**config.mk**
```make
export PLATFORM = sky130hd
export DESIGN_NAME = if_fetch_queue
export DESIGN_NICKNAME = d
export VERILOG_FILES = /design/src/rtl/if_fetch_queue.sv
export SDC_FILE = /design/constraint.sdc
export NUM_CORES = 1
export LEC_CHECK = 0
export ABC_AREA = 0
export ABC_CLOCK_PERIOD_IN_PS = 8800
export CAP_MARGIN = 40
export CORE_MARGIN = 2
export CORE_UTILIZATION = 50
export CTS_BUF_LIST = sky130_fd_sc_hd__clkbuf_4 sky130_fd_sc_hd__clkbuf_8
export DETAILED_ROUTE_END_ITERATION = 16
export PLACE_DENSITY = 0.75
export SYNTH_ARGS = -nofsm -noshare
export SYNTH_HDL_FRONTEND = slang
export SYNTH_SLANG_ARGS = --single-unit
```
**constraint.sdc**
```tcl
create_clock -name clk_i -period 8.8 [get_ports clk_i]
set_clock_uncertainty 0.1 [all_clocks]
set_input_delay 2.2 -clock clk_i [delete_from_list [all_inputs] [get_ports clk_i]]
set_output_delay 2.2 -clock clk_i [all_outputs]
set_load 0.005 [all_outputs]
```
**src/rtl/if_fetch_queue.sv**
```systemverilog
// Instruction-fetch stage: issues one imem request at a time for the current PC,
// buffers returned {pc, instr} pairs in a small FIFO for decode, and strobes the PC register.
module if_fetch_queue #(
    parameter int DEPTH = 4
) (
    input  logic                     clk_i,
    input  logic                     rst_i,
    input  logic                     start_i,
    input  logic [31:0]              pc_i,
    output logic                     pcwrite_o,
    input  logic                     flush_i,
    output logic                     imem_req_o,
    output logic [31:0]              imem_addr_o,
    input  logic                     imem_ack_i,
    input  logic [31:0]              imem_data_i,
    input  logic                     id_stall_i,
    output logic                     id_valid_o,
    output logic [31:0]              id_pc_o,
    output logic [31:0]              id_instr_o,
    output logic [$clog2(DEPTH):0]   count_o,
    output logic [1:0]               dbg_state_o
);

    localparam int AW = $clog2(DEPTH);
    localparam logic [AW:0] FULL_CNT = (AW + 1)'(DEPTH);

    typedef enum logic [1:0] {
        IDLE = 2'd0,
        REQ  = 2'd1,
        DROP = 2'd2
    } state_t;

    state_t        state, state_nxt;
    logic [31:0]   addr_q;
    logic [AW-1:0] wptr, rptr;
    logic [AW:0]   count;
    logic [31:0]   pc_mem    [DEPTH];
    logic [31:0]   instr_mem [DEPTH];
    logic          issue, push, pop;

    // Handshake: imem_req_o rises on issue and stays high until the cycle imem_ack_i is seen;
    // a flush never retracts it, the late response is simply dropped in DROP.
    always_comb begin
        state_nxt = state;
        issue     = 1'b0;
        push      = 1'b0;
        case (state)
            IDLE: begin
                if (start_i && !flush_i && (count != FULL_CNT)) begin
                    issue     = 1'b1;
                    state_nxt = REQ;
                end
            end
            REQ: begin
                if (imem_ack_i) begin
                    push      = !flush_i;
                    state_nxt = IDLE;
                end else if (flush_i) begin
                    state_nxt = DROP;
                end
            end
            DROP: begin
                if (imem_ack_i) state_nxt = IDLE;
            end
            default: state_nxt = IDLE;
        endcase
    end

    assign id_valid_o = (count != '0);
    assign pop        = id_valid_o && !id_stall_i && !flush_i;
    // Flush is gated by reset so the PC register is not written while held in reset
    assign pcwrite_o  = rst_i && (push || flush_i);

    always_ff @(posedge clk_i or negedge rst_i) begin
        if (!rst_i) begin
            state  <= IDLE;
            addr_q <= '0;
        end else begin
            state <= state_nxt;
            if (issue) addr_q <= pc_i;
        end
    end

    always_ff @(posedge clk_i or negedge rst_i) begin
        if (!rst_i) begin
            wptr  <= '0;
            rptr  <= '0;
            count <= '0;
        end else if (flush_i) begin
            wptr  <= '0;
            rptr  <= '0;
            count <= '0;
        end else begin
            if (push) wptr <= wptr + AW'(1);
            if (pop)  rptr <= rptr + AW'(1);
            case ({push, pop})
                2'b10:   count <= count + (AW + 1)'(1);
                2'b01:   count <= count - (AW + 1)'(1);
                default: count <= count;
            endcase
        end
    end

    // Issue reserves a slot, so a push never lands on a full FIFO
    always_ff @(posedge clk_i) begin
        if (push) begin
            pc_mem[wptr]    <= addr_q;
            instr_mem[wptr] <= imem_data_i;
        end
    end

    assign imem_req_o  = (state != IDLE);
    assign imem_addr_o = addr_q;
    assign id_pc_o     = id_valid_o ? pc_mem[rptr]    : '0;
    assign id_instr_o  = id_valid_o ? instr_mem[rptr] : '0;
    assign count_o     = count;
    assign dbg_state_o = state;

endmodule

```
* Word-level counts from Yosys, hierarchy flattened
Memories as Yosys holds them, arrays and structs flattened.
Index checks and enable logic that the tools add are counted.
** Storage, ports and cells
- Output and inout port bits :: 104
- Logic and storage cells :: 53
- Memories kept :: 2
- Bits of input ports :: 70
- RAM bits :: 256
- Register bits :: 41
** Memories
- instr_mem :: words 4, width 32, rd ports 1, clocked after memory_dff 0, write ports 1, RTL line 38 : logic [31:0] instr_mem [DEPTH];
- pc_mem :: words 4, width 32, rd ports 1, clocked after memory_dff 0, write ports 1, RTL line 37 : logic [31:0] pc_mem [DEPTH];
** Cells by class
- Equal/unequal tests :: 8
- Mux-type cells :: 19
- Reductions and logical operators :: 15
- $add $sub $neg :: 4
** Operators with widths (count)
- two-way mux 32 bit :: 2
- two-way mux 2 bit :: 8
- two-way mux 1 bit :: 6
- != test 3 bit, second input constant :: 2
- case mux 2 bit (3 select lines) :: 1
- case mux 3 bit (2 select lines) :: 1
- nonzero test 2 bit :: 3
- nonzero test 3 bit :: 2
- logical AND 1 bit :: 5
- adder 2 x 1 -> 2 bit, second input constant :: 2
- == test 2 x 1 -> 1 bit, second input constant :: 2
- == test 2 bit, second input constant :: 2
- != test 2 bit, second input constant :: 2
- adder 3 x 1 -> 3 bit, second input constant :: 1
- two-way mux 3 bit :: 1
- AND reduction 3 bit :: 1
- subtractor 3 x 1 -> 3 bit, second input constant :: 1
- logical NOT 1 bit :: 2
- logical NOT 2 bit :: 1
- logical OR 1 bit :: 1

* Logic depth before layout (Yosys ltp)
- Depth after elaboration :: 6
- Gate-level depth with buffers :: 8
- Mapped depth without buffers :: 8

* Least setup slack after synthesis
No wires, ideal clock.
- Path kind :: input to output
- Start point :: input imem_ack_i
- End point :: output pcwrite_o
- Path slack :: 3.795 ns
- Arrival :: 2.705 ns
- Required time :: 6.500 ns
- Stages :: 3
- Path through :: and3b_1 buf_4 o21a_1
** Between the ends
- Longest elaborated chain between the ends :: 4
** RTL lines
- from (decl) :: RTL line 14 : input logic imem_ack_i,
- two-way mux 1 bit :: RTL line 55 : if (imem_ack_i) begin
- two-way mux 1 bit :: RTL line 47 : case (state)
- logical OR 1 bit :: RTL line 72 : assign pcwrite_o = rst_i && (push || flush_i);
- logical AND 1 bit :: RTL line 72
- to (decl) :: RTL line 10 : output logic pcwrite_o,
Every way passes these cells.

* Worst setup path after layout
Same ends and word-level chain as after synthesis.

==> impl_metrics.env <==
export IMPL_rsz0062_at_grt="false"
export IMPL_drive_gt1_share_pct=24.7
export IMPL_grt_pass1_wl_um=34000
export IMPL_routed_wl_um=21600
export IMPL_drt_iter0_drc=310
export IMPL_post_route_drc_count=0
export IMPL_grtUsageTotal_pct=18.5
export IMPL_clock_latency_ns=0.54
export IMPL_die_area_um2=24200
export IMPL_gp_congestion=0.748
export IMPL_synthFlopType="edfxtp_1"
export IMPL_io_pins=174
export IMPL_synth_seq_cells=297
export IMPL_final_setup_tns_ns=0
export IMPL_h_tree_depth=2
export IMPL_avgSynthCellArea_um2=21.2
export IMPL_synth_area_leaders="edfxtp_1 67%, mux4_2 13%, dfrtp_1 8.9%"
export IMPL_multiInputGateArea_um2=2600
export IMPL_worst_ep_arrival_time_ns=3.83
export IMPL_hp_class="reg -> reg"
export IMPL_synthCells=541
export IMPL_synth_edf_count=256
export IMPL_ys_async_sr_fraction_pct=13.8
export IMPL_viasPerCell=5.37
export IMPL_final_nets=821
export IMPL_worstHoldStart="imem_addr_o[8]"
export IMPL_fmaxAchievable_ghz=0.163
export IMPL_cp_end_kind="output port"
export IMPL_cts_resized=0
export IMPL_yosysMostFrequentCell="edfxtp_1"
export IMPL_setup_viol=0
export IMPL_p_per_area_nw_per_um2=225
export IMPL_grt_max_degree=45
export IMPL_ant_nets=0
export IMPL_critPathKind="in -> out"
export IMPL_clock_sinks=297
export IMPL_path_clk_slew_ns=0.06
export IMPL_worstMarginPinSlew_ns=0.752
export IMPL_cp_data_required_time_ns=6.50
export IMPL_wl_per_cell_um=20.1
export IMPL_status="complete, no violations"
export IMPL_worst_r2r_setup_slack_ns=5.97
export IMPL_grt_antenna_before_repair=1
export IMPL_netlist_area_leader_share_pct=67.0
export IMPL_syn_nets=616
export IMPL_io_buffers=173
export IMPL_total_leakage_power_uw=0.00482
export IMPL_die_x_um=155
export IMPL_yosys_warnings=0
export IMPL_irDropWorstVdd_mv=0.144
export IMPL_timing_hold_ws_ns=0.433
export IMPL_coreArea_um2=22600
export IMPL_numCtsBuffers=48
export IMPL_worst_path_max_fanout=13
export IMPL_r2r_start="count_o[0]"
export IMPL_chipHeight_um=155
export IMPL_slew_headroom_pct=49.8
export IMPL_rows=55
export IMPL_vias=5748
export IMPL_final_max_slew_viol_count=0
export IMPL_synth_common_cells="256 x edfxtp_1, 68 x and2_1, 64 x mux4_2"
export IMPL_synth_seq_area_share_pct=76.0
export IMPL_dr_pass1_iters=5
export IMPL_yosysUniqueCellTypes=35
export IMPL_start_kind="primary input"
export IMPL_cts_hold_buf=0
export IMPL_yosys_area_top_type="edfxtp_1"
export IMPL_overflow=0
export IMPL_fill_cells=1555
export IMPL_regArea_um2=8720
export IMPL_syn_area_um2=11500
export IMPL_syn_to_final_growth_pct=27.1
export IMPL_clockBufferDepth=3
export IMPL_cts_tree="done"
export IMPL_hold_violations=0
export IMPL_grt_pass1_vias=6251
export IMPL_startpoint="imem_ack_i"
export IMPL_initial_utilization_pct=50.8
export IMPL_fin_crit_ns=6.13
export IMPL_fin_crit_sh_pct=69.7
export IMPL_place_hpwl_um=12800
export IMPL_cts_setup_buffers=0
export IMPL_drv_cap=0
export IMPL_cts_root_buf="clkbuf_8"
==> state kept, by name (all words and copies together) (netlist names) <==
name,cells
instr_mem,128
imem_addr_o,32
rptr,2
count_o,3
dbg_state_o,2
pc_mem,128
wptr,2
==> path summary, 6_finish.rpt <==
| check | to | cells past startpoint |
|---|---|---|
| min reg2reg | pc_mem[3][8] | 0 |
| min in group asynchronous | imem_addr_o[17] | 2 |
| max | pcwrite_o | 4 |
| max reg2reg | count_o[2] | 8 |
| min | pc_mem[3][8] | 0 |
| max in group asynchronous | rptr[0] | 2 |
==> cells in the final DEF, fill, tap and decap left out, types with 2 or more instances in the layout <==
master,n
edfxtp_1,256
clkdlybuf4s50_1,172
mux4_2,64
and2_1,64
clkbuf_8,51
dfrtp_1,39
mux2_2,30
clkbuf_4,22
clkinv_1,10
nor2_1,6
a21oi_1,6
nand2_1,5
buf_16,5
and2_4,4
ha_1,4
nor3_1,3
o21ai_0,3
clkinv_2,3
buf_4,3
nand3b_1,2
inv_1,2
o21a_1,2
nand2b_1,2
xor2_1,2
xnor2_1,2
mux2_1,2
dfrtp_4,2
==> power by group <==
part           switching (uW)  internal, uW  total (uW)
clock                     504           660        1160
combinational             135           256         390
sequential               83.4          1640        1720
==> cell families after synthesis <==
| kind of cell | synth area share (%) |
|---|---|
| flops | 76.0 |
| compound gates | 0.917 |
| mux | 15.7 |
| simple gates | 5.05 |
| fa+ha+maj | 0.611 |
| xor+xnor | 0.306 |
| buf+inv | 1.41 |
==> critical path: stages <==
cell	delay, ns
clkdlybuf4s50_1	0.53
and3b_1	0.44
o21a_1	0.17
clkdlybuf4s50_1	0.49
==> final cells by class <==
type | count | share of cell area (%)
Sequential cell | 297 | 59.8
Multi-Input combinational cell | 214 | 17.8
Timing Repair Buffer | 182 | 13.1
Clock buffer | 73 | 5.95
Tap cell | 285 | 2.45
Clock inverter | 16 | 0.738
Inverter | 3 | 0.0773
Antenna cell | 1 | 0.0172
==> metal layers <==
layer	global-route usage [%]	share of wire, %
met3	4.48	5.6
met2	30.8	51
met1	24.0	41
met5	0	0
met4	6.55	2.3
==> metrics by stage <==
stage	instances	cell area (um2)	total power, uW	utilization (%)	setup slack [ns]
finish	1071	14600	3270	64.6	2.67
global route	1070	14600	3420	64.6	2.58
CTS	1070	14600	3310	64.6	2.67
detailed placement	981	13600	2150	60.2	2.68
floorplan	541	11500	1890	-	3.79
global placement	975	13400	2120	59.5	2.76
No activity file was read; power rests on OpenSTA's default activity.
